## config.mk

```make
export PLATFORM = sky130hd
export DESIGN_NAME = partoserial_framer
export DESIGN_NICKNAME = d
export VERILOG_FILES = /design/src/rtl/partoserial_framer.sv
export SDC_FILE = /design/constraint.sdc
export NUM_CORES = 1
export LEC_CHECK = 0
export CAP_MARGIN = 30
export CORE_AREA = 4 4 41 43
export CTS_BUF_LIST = sky130_fd_sc_hd__clkbuf_8
export DETAILED_ROUTE_END_ITERATION = 6
export DIE_AREA = 0 0 45 47
export GPL_TIMING_DRIVEN = 0
export PLACE_DENSITY = 0.83
export SKIP_CTS_REPAIR_TIMING = 1
export SYNTH_ARGS = -nofsm -noshare
export SYNTH_HDL_FRONTEND = slang
export SYNTH_SLANG_ARGS = --single-unit
```

## constraint.sdc

```tcl
create_clock -name clk_8f -period 4.11 [get_ports clk_8f]
set_input_delay 0.6165 -clock clk_8f [delete_from_list [all_inputs] [get_ports clk_8f]]
set_output_delay 0.6165 -clock clk_8f [all_outputs]
set_load 0.05 [all_outputs]
```

## src/rtl/partoserial_framer.sv

```systemverilog
// Gapless WIDTH-bit parallel-to-serial framer with valid/ready intake and idle-word fill.
// Define PARTOSERIAL_PARITY_EN to append an even-parity bit to every frame.
module partoserial_framer #(
  parameter int unsigned      WIDTH     = 8,
  parameter logic [WIDTH-1:0] IDLE_WORD = WIDTH'(8'hBC),
  parameter bit               MSB_FIRST = 1'b1
) (
  input  logic             clk_8f,
  input  logic             reset,
  input  logic [WIDTH-1:0] data_in,
  input  logic             valid_in,
  output logic             ready_out,
  output logic             data_out,
  output logic             frame_start,
  output logic             data_valid_out
);

`ifdef PARTOSERIAL_PARITY_EN
  localparam int unsigned FRAME_LEN = WIDTH + 1;
`else
  localparam int unsigned FRAME_LEN = WIDTH;
`endif
  localparam int unsigned      CNT_W    = $clog2(FRAME_LEN);
  localparam logic [CNT_W-1:0] LAST_IDX = CNT_W'(FRAME_LEN - 1);

  typedef enum logic {StStart, StRun} state_e;

  state_e           state_q, state_d;
  logic [CNT_W-1:0] bitcnt_q, bitcnt_d;
  logic [WIDTH-1:0] shreg_q, shreg_d;
  logic             data_out_q, data_out_d;
  logic             frame_start_q, frame_start_d;
  logic             data_valid_q, data_valid_d;
  logic             load;
  logic [WIDTH-1:0] load_word;
  logic [WIDTH-1:0] tx_word;
`ifdef PARTOSERIAL_PARITY_EN
  logic             parity_q, parity_d;
`endif

  assign load      = (state_q == StStart) || (bitcnt_q == LAST_IDX);
  assign ready_out = reset & load;

  // tx_word is the loaded word rearranged so its MSB is always the first bit on the wire.
  always_comb begin
    load_word = valid_in ? data_in : IDLE_WORD;
    tx_word   = '0;
    for (int i = 0; i < int'(WIDTH); i++) begin
      tx_word[i] = MSB_FIRST ? load_word[i] : load_word[WIDTH-1-i];
    end
  end

  always_comb begin
    state_d       = state_q;
    bitcnt_d      = bitcnt_q;
    shreg_d       = shreg_q;
    data_out_d    = data_out_q;
    frame_start_d = 1'b0;
    data_valid_d  = data_valid_q;
`ifdef PARTOSERIAL_PARITY_EN
    parity_d      = parity_q;
`endif
    if (load) begin
      state_d       = StRun;
      bitcnt_d      = '0;
      shreg_d       = tx_word << 1;
      data_out_d    = tx_word[WIDTH-1];
      frame_start_d = 1'b1;
      data_valid_d  = valid_in;
`ifdef PARTOSERIAL_PARITY_EN
      parity_d      = ^load_word;
`endif
    end else begin
      bitcnt_d   = bitcnt_q + 1'b1;
      shreg_d    = shreg_q << 1;
      data_out_d = shreg_q[WIDTH-1];
`ifdef PARTOSERIAL_PARITY_EN
      // Word bits are exhausted; the trailing slot carries the parity bit.
      if (bitcnt_q == CNT_W'(WIDTH - 1)) begin
        data_out_d = parity_q;
      end
`endif
    end
  end

  always_ff @(posedge clk_8f or negedge reset) begin
    if (!reset) begin
      state_q       <= StStart;
      bitcnt_q      <= '0;
      shreg_q       <= IDLE_WORD;
      data_out_q    <= 1'b0;
      frame_start_q <= 1'b0;
      data_valid_q  <= 1'b0;
`ifdef PARTOSERIAL_PARITY_EN
      parity_q      <= 1'b0;
`endif
    end else begin
      state_q       <= state_d;
      bitcnt_q      <= bitcnt_d;
      shreg_q       <= shreg_d;
      data_out_q    <= data_out_d;
      frame_start_q <= frame_start_d;
      data_valid_q  <= data_valid_d;
`ifdef PARTOSERIAL_PARITY_EN
      parity_q      <= parity_d;
`endif
    end
  end

  assign data_out       = data_out_q;
  assign frame_start    = frame_start_q;
  assign data_valid_out = data_valid_q;

endmodule

```

After elaboration in Yosys (flattened, before gate mapping)
Index checks and enable logic that the tools add are counted.

Input bits: 11. Flip-flop bits (word level): 15. Word-level logic and storage cells: 16. Output and inout bits: 4.

Equal/unequal tests: 1. Reductions and logical operators: 1. Bitwise operators: 2. Mux-type cells: 5. Add/sub/neg operators: 1.

Operators with widths (count): 2-to-1 mux 8 bit (2); adder 3 x 1 -> 3 bit, second input constant (1); == test 3 bit, second input constant (1); 2-to-1 mux 3 bit (1); 2-to-1 mux 1 bit (2); AND 1 bit (1); logical OR 1 bit (1); NOT 1 bit (1).

Depth between registers and ports, before layout
Word-level depth: 3. Mapped depth: 5. Depth with buffers taken out: 5.

Worst setup path after synthesis
OpenSTA, ideal clock, no wires.

Kind: reg2out. Start point: reg bitcnt_q[0]. End point: out ready_out. Required time: 3.493 ns. Arrival time: 1.340 ns. Buffers on the path: 0. Stages on the path, launching flop included: 6. Path slack: 2.153 ns. Cells stage by stage: dfrtp_1 -> ha_1 -> ha_1 -> nor2b_4 -> inv_4 -> and2_1.

Longest elaborated chain between the ends: 3.

Ends and longest elaborated chain: from (decl) (line 29) `logic [CNT_W-1:0] bitcnt_q, bitcnt_d;`; from (signal assigned) (line 99) `bitcnt_q <= bitcnt_d;`; == test 3 bit (line 41) `assign load = (state_q == StStart) || (bitcnt_q == LAST_IDX);`; logical OR 1 bit (line 41); AND 1 bit (line 42) `assign ready_out = reset & load;`; to (decl) (line 12) `output logic ready_out,`.

No other way between the ends.

Worst setup path in the final report
Start point: in reset. End point: out ready_out.

Longest elaborated chain between the ends: 1.

Ends and longest elaborated chain: from (decl) (line 9) `input logic reset,`; AND 1 bit (line 42).

No other way between the ends.

==> impl_summary.txt <==
----------------------------------------------------
[Floorplanning]
  # rows ... 13
  Boundary Pins ... 15
  Placeable core region ... ~1300 sq um
  X dimension of the die ... about 45 um
  Full die area ... approximately 2100 sq um
  Vert. Die Dim ... around 47 um
  Starting density of the core ... roughly 45%

[STA]
  Final setup slack of the worst path ... 0.986 ns
  Count of final setup violators ... 0
  Max-slew headroom ... between 50% and 60%
  Fin crit period ... 3.12 ns
  TNS Setup ... 0 ns
  Worst slew pin tran ... 0.610 ns
  Worst clock skew on the final layout ... roughly 0.0023 ns
  Hold Worst Slack ... between 0.4 and 0.5 ns
  Upper clock frequency limit ... roughly 320 MHz
  Final-report hold violation count ... 0
  RSZ-0062 raised after global routing ... no
  Final critical-path share of the clock period ... between 70% and 80%
  Max Transition Viols Final ... 0

[Layout]
  Register cell area after layout ... 357 sq um
  Count of filler cells inserted in the layout ... roughly 120
  Combined area of the multi-input logic cells ... between 200 and 250 sq um
  Antenna diode instance count ... 0
  Layout net count ... 73
  Share of post-route cells with drive strength above 1 ... a little over a quarter
  Final core occ ... 60.9%
  Syn-to-layout area delta ... 34.7%

[Synth]
  Total of flip-flops plus latches after synthesis ... 14
  Main combinational cell family by area after synthesis ... simple AND/OR/NAND/NOR gates
  Average instance area after synthesis ... between 10 and 15 sq um
  Netlist area before placement ... about 590 sq um
  Top cell type by total area after synthesis ... dfrtp_1
  Number of warnings reported in the yosys synthesis log ... 0
  Share of synthesized cell area in and, or, nand and nor gates ... about 17%
  Adder-Cell Fraction of Synth Area ... 4.26%
  Share of the synthesized area in compound gates (AO/OA/AOI/OAI) ... 1.70%
  Fraction of synthesized cell area taken by the top area cell type ... 38.3%
  Post-synthesis mux area share ... between 10% and 20%
  Synthesized instance count ... 41
  Part of the Yosys area used for sequential elements ... 60.6%
  Synth cell types ... 16
  Cell types occupying the most area after synthesis ... dfrtp_1, dfstp_2, mux2_4, ha_1, or2b_1
  Xor and xnor area share after synthesis ... 0%
  Post-synthesis net count ... 54

[Routing]
  Initial DRC count ... 3
  Pre-antenna DRT Iters ... 2
  DRC viols ... 0
  DR WL met2 ... 476 um
  Total wire length ... approximately 900 um
  Wl on met1 ... around 400 um
  Highest metal layer with signal wires ... met3
  Routed via count divided by cell count ... around 4.6
  Wire length on met3 ... 43 um
  Average wire per cell in the routed design ... approximately 12 um
  Antenna Violating Nets Remaining ... 0
  DR vias ... 340

[Run status]
  Run status ... finished clean

[Critical path]
  Register-to-register setup slack ... around 2.6 ns
  Setup crit start ... reset
  Data required time of the worst path ... 3.49 ns
  Path type of the worst setup path ... in -> out
  CP Max Fanout ... 15
  Worst-case reg-to-reg path depth ... 5
  Worst setup SP type ... primary input
  Capture point of the worst reg-to-reg path ... shreg_q[6]
  Data arrival, critical path ... between 2 and 3 ns
  Category of the worst setup path capture point ... primary output
  Critical path destination ... ready_out
  R2r startpoint ... bitcnt_q[0]

[Clock tree]
  CTS tree ... yes
  CTS max path bufs ... 2
  Number of sinks driven by the clock tree ... 14
  Htree depth ... 1
  Later-pin clock latency in the skew report ... between 0.2 and 0.25 ns
  Clock edge transition at the registers on the reported setup and hold paths ... approximately 0.05 ns
  Clock tree root buffer cell ... clkbuf_8
  Clock buffers created by TritonCTS ... 3

[Place]
  Global placer's final weighted congestion ... ~0.68
  Input/output buffers ... 14
  Pre-CTS worst setup slack ... a little over 0.9 ns

[Min path]
  Min-delay worst type ... reg -> reg

[Power]
  Leakage power ... 0.366 nW
  IR Drop Worst-Case VDD ... 0.000259 V
  Power per Cell Area ... 399 nW/um^2

[Global routing]
  Initial antenna violation count ... 0
  Largest net degree at the start of global routing ... 16
  Combined global-route utilization of all metal layers ... roughly a tenth
  Global-route wire length before repair ... between 1.5 and 2 mm
  Number of global-route vias before repair ... ~370
  Overall overflow remaining after global route ... 0

[Job]
  Max capacitance violation total ... 0

----------------------------------------------------
==> cells in the final DEF (no fill, tap or decap) <==
master,synthesis,layout
inv_4,1,1
o21ai_0,2,2
and3_1,1,1
nor2_1,1,1
conb_1,1,1
mux2_2,1,1
or2b_1,3,3
and2_1,3,3
ha_1,2,2
dfstp_2,5,5
nand2_1,2,2
mux2_4,5,5
clkdlybuf4s50_1,0,14
clkbuf_8,0,3
dfrtp_1,9,9
nand3b_1,2,2
nand2b_1,2,2
inv_1,0,1
nor2b_4,1,1
==> per-stage QoR <==
step	instances	total power, mW	area (sq um)
after global routing	74	0.333	792
after global placement	70	0.208	747
after floorplan	41	0.187	588
final	74	0.316	792
after detailed placement	70	0.210	747
after CTS	74	0.320	792
==> layer usage <==
layer	vias up	global-route usage, %
met5	-	0
met4	0	3.51
met3	0	2.30
met2	9	18.1
met1	163	12.5
li1	168	-
==> cells in the mapped netlist, drive strengths merged <==
master	count
nand2	2
ha	2
or2b	3
nand3b	2
nor2	1
and3	1
o21ai	2
conb	1
nand2b	2
mux2	6
nor2b	1
dfrtp	9
inv	1
and2	3
dfstp	5
==> report_power, final <==
part	internal (mW)	switching [mW]	total, mW
clock network	0.0658	0.0432	0.109
logic	0.0265	0.0241	0.0505
registers	0.152	0.00397	0.156
total	0.244	0.0712	0.316
==> worst min-delay path by stage <==
stage                     start           to  slack (ns)  cells past startpoint
finish              bitcnt_q[0]  bitcnt_q[0]        0.44                      1
global route        bitcnt_q[0]  bitcnt_q[0]        0.46                      1
CTS                 bitcnt_q[0]  bitcnt_q[0]        0.44                      1
detailed placement  bitcnt_q[0]  bitcnt_q[0]        0.43                      1
global placement    bitcnt_q[0]  bitcnt_q[0]        0.43                      1
floorplan                 reset  bitcnt_q[0]        0.32                      0
==> state kept, by name, indices dropped and copies added, names as in the netlist <==
register        count
data_valid_out      1
state_q             1
frame_start         1
bitcnt_q            3
shreg_q             7
data_out            1
==> layout make-up <==
| cell class | instances | share of cell area, % |
|---|---|---|
| clock buffer | 3 | 5.21 |
| tap | 15 | 2.37 |
| multi-input combinational | 26 | 28.4 |
| clock inverter | 1 | 0.474 |
| timing repair buffer | 14 | 17.7 |
| inverter | 1 | 0.790 |
| sequential | 14 | 45.0 |
==> kinds of logic (layout without fill, tap and decap cells) <==
kind of cell    count (synthesis)  after routing
compound gates                  2              2
other cells                     1              1
buf+inv                         1             19
fa+ha+maj                       2              2
simple gates                   15             15
mux                             6              6
flops                          14             14
==> worst max-delay path, stage by stage <==
cell	delay, ns
clkdlybuf4s50_1	0.86
and2_1	0.22
clkdlybuf4s50_1	0.81
No activity file was read; power rests on OpenSTA's default activity.
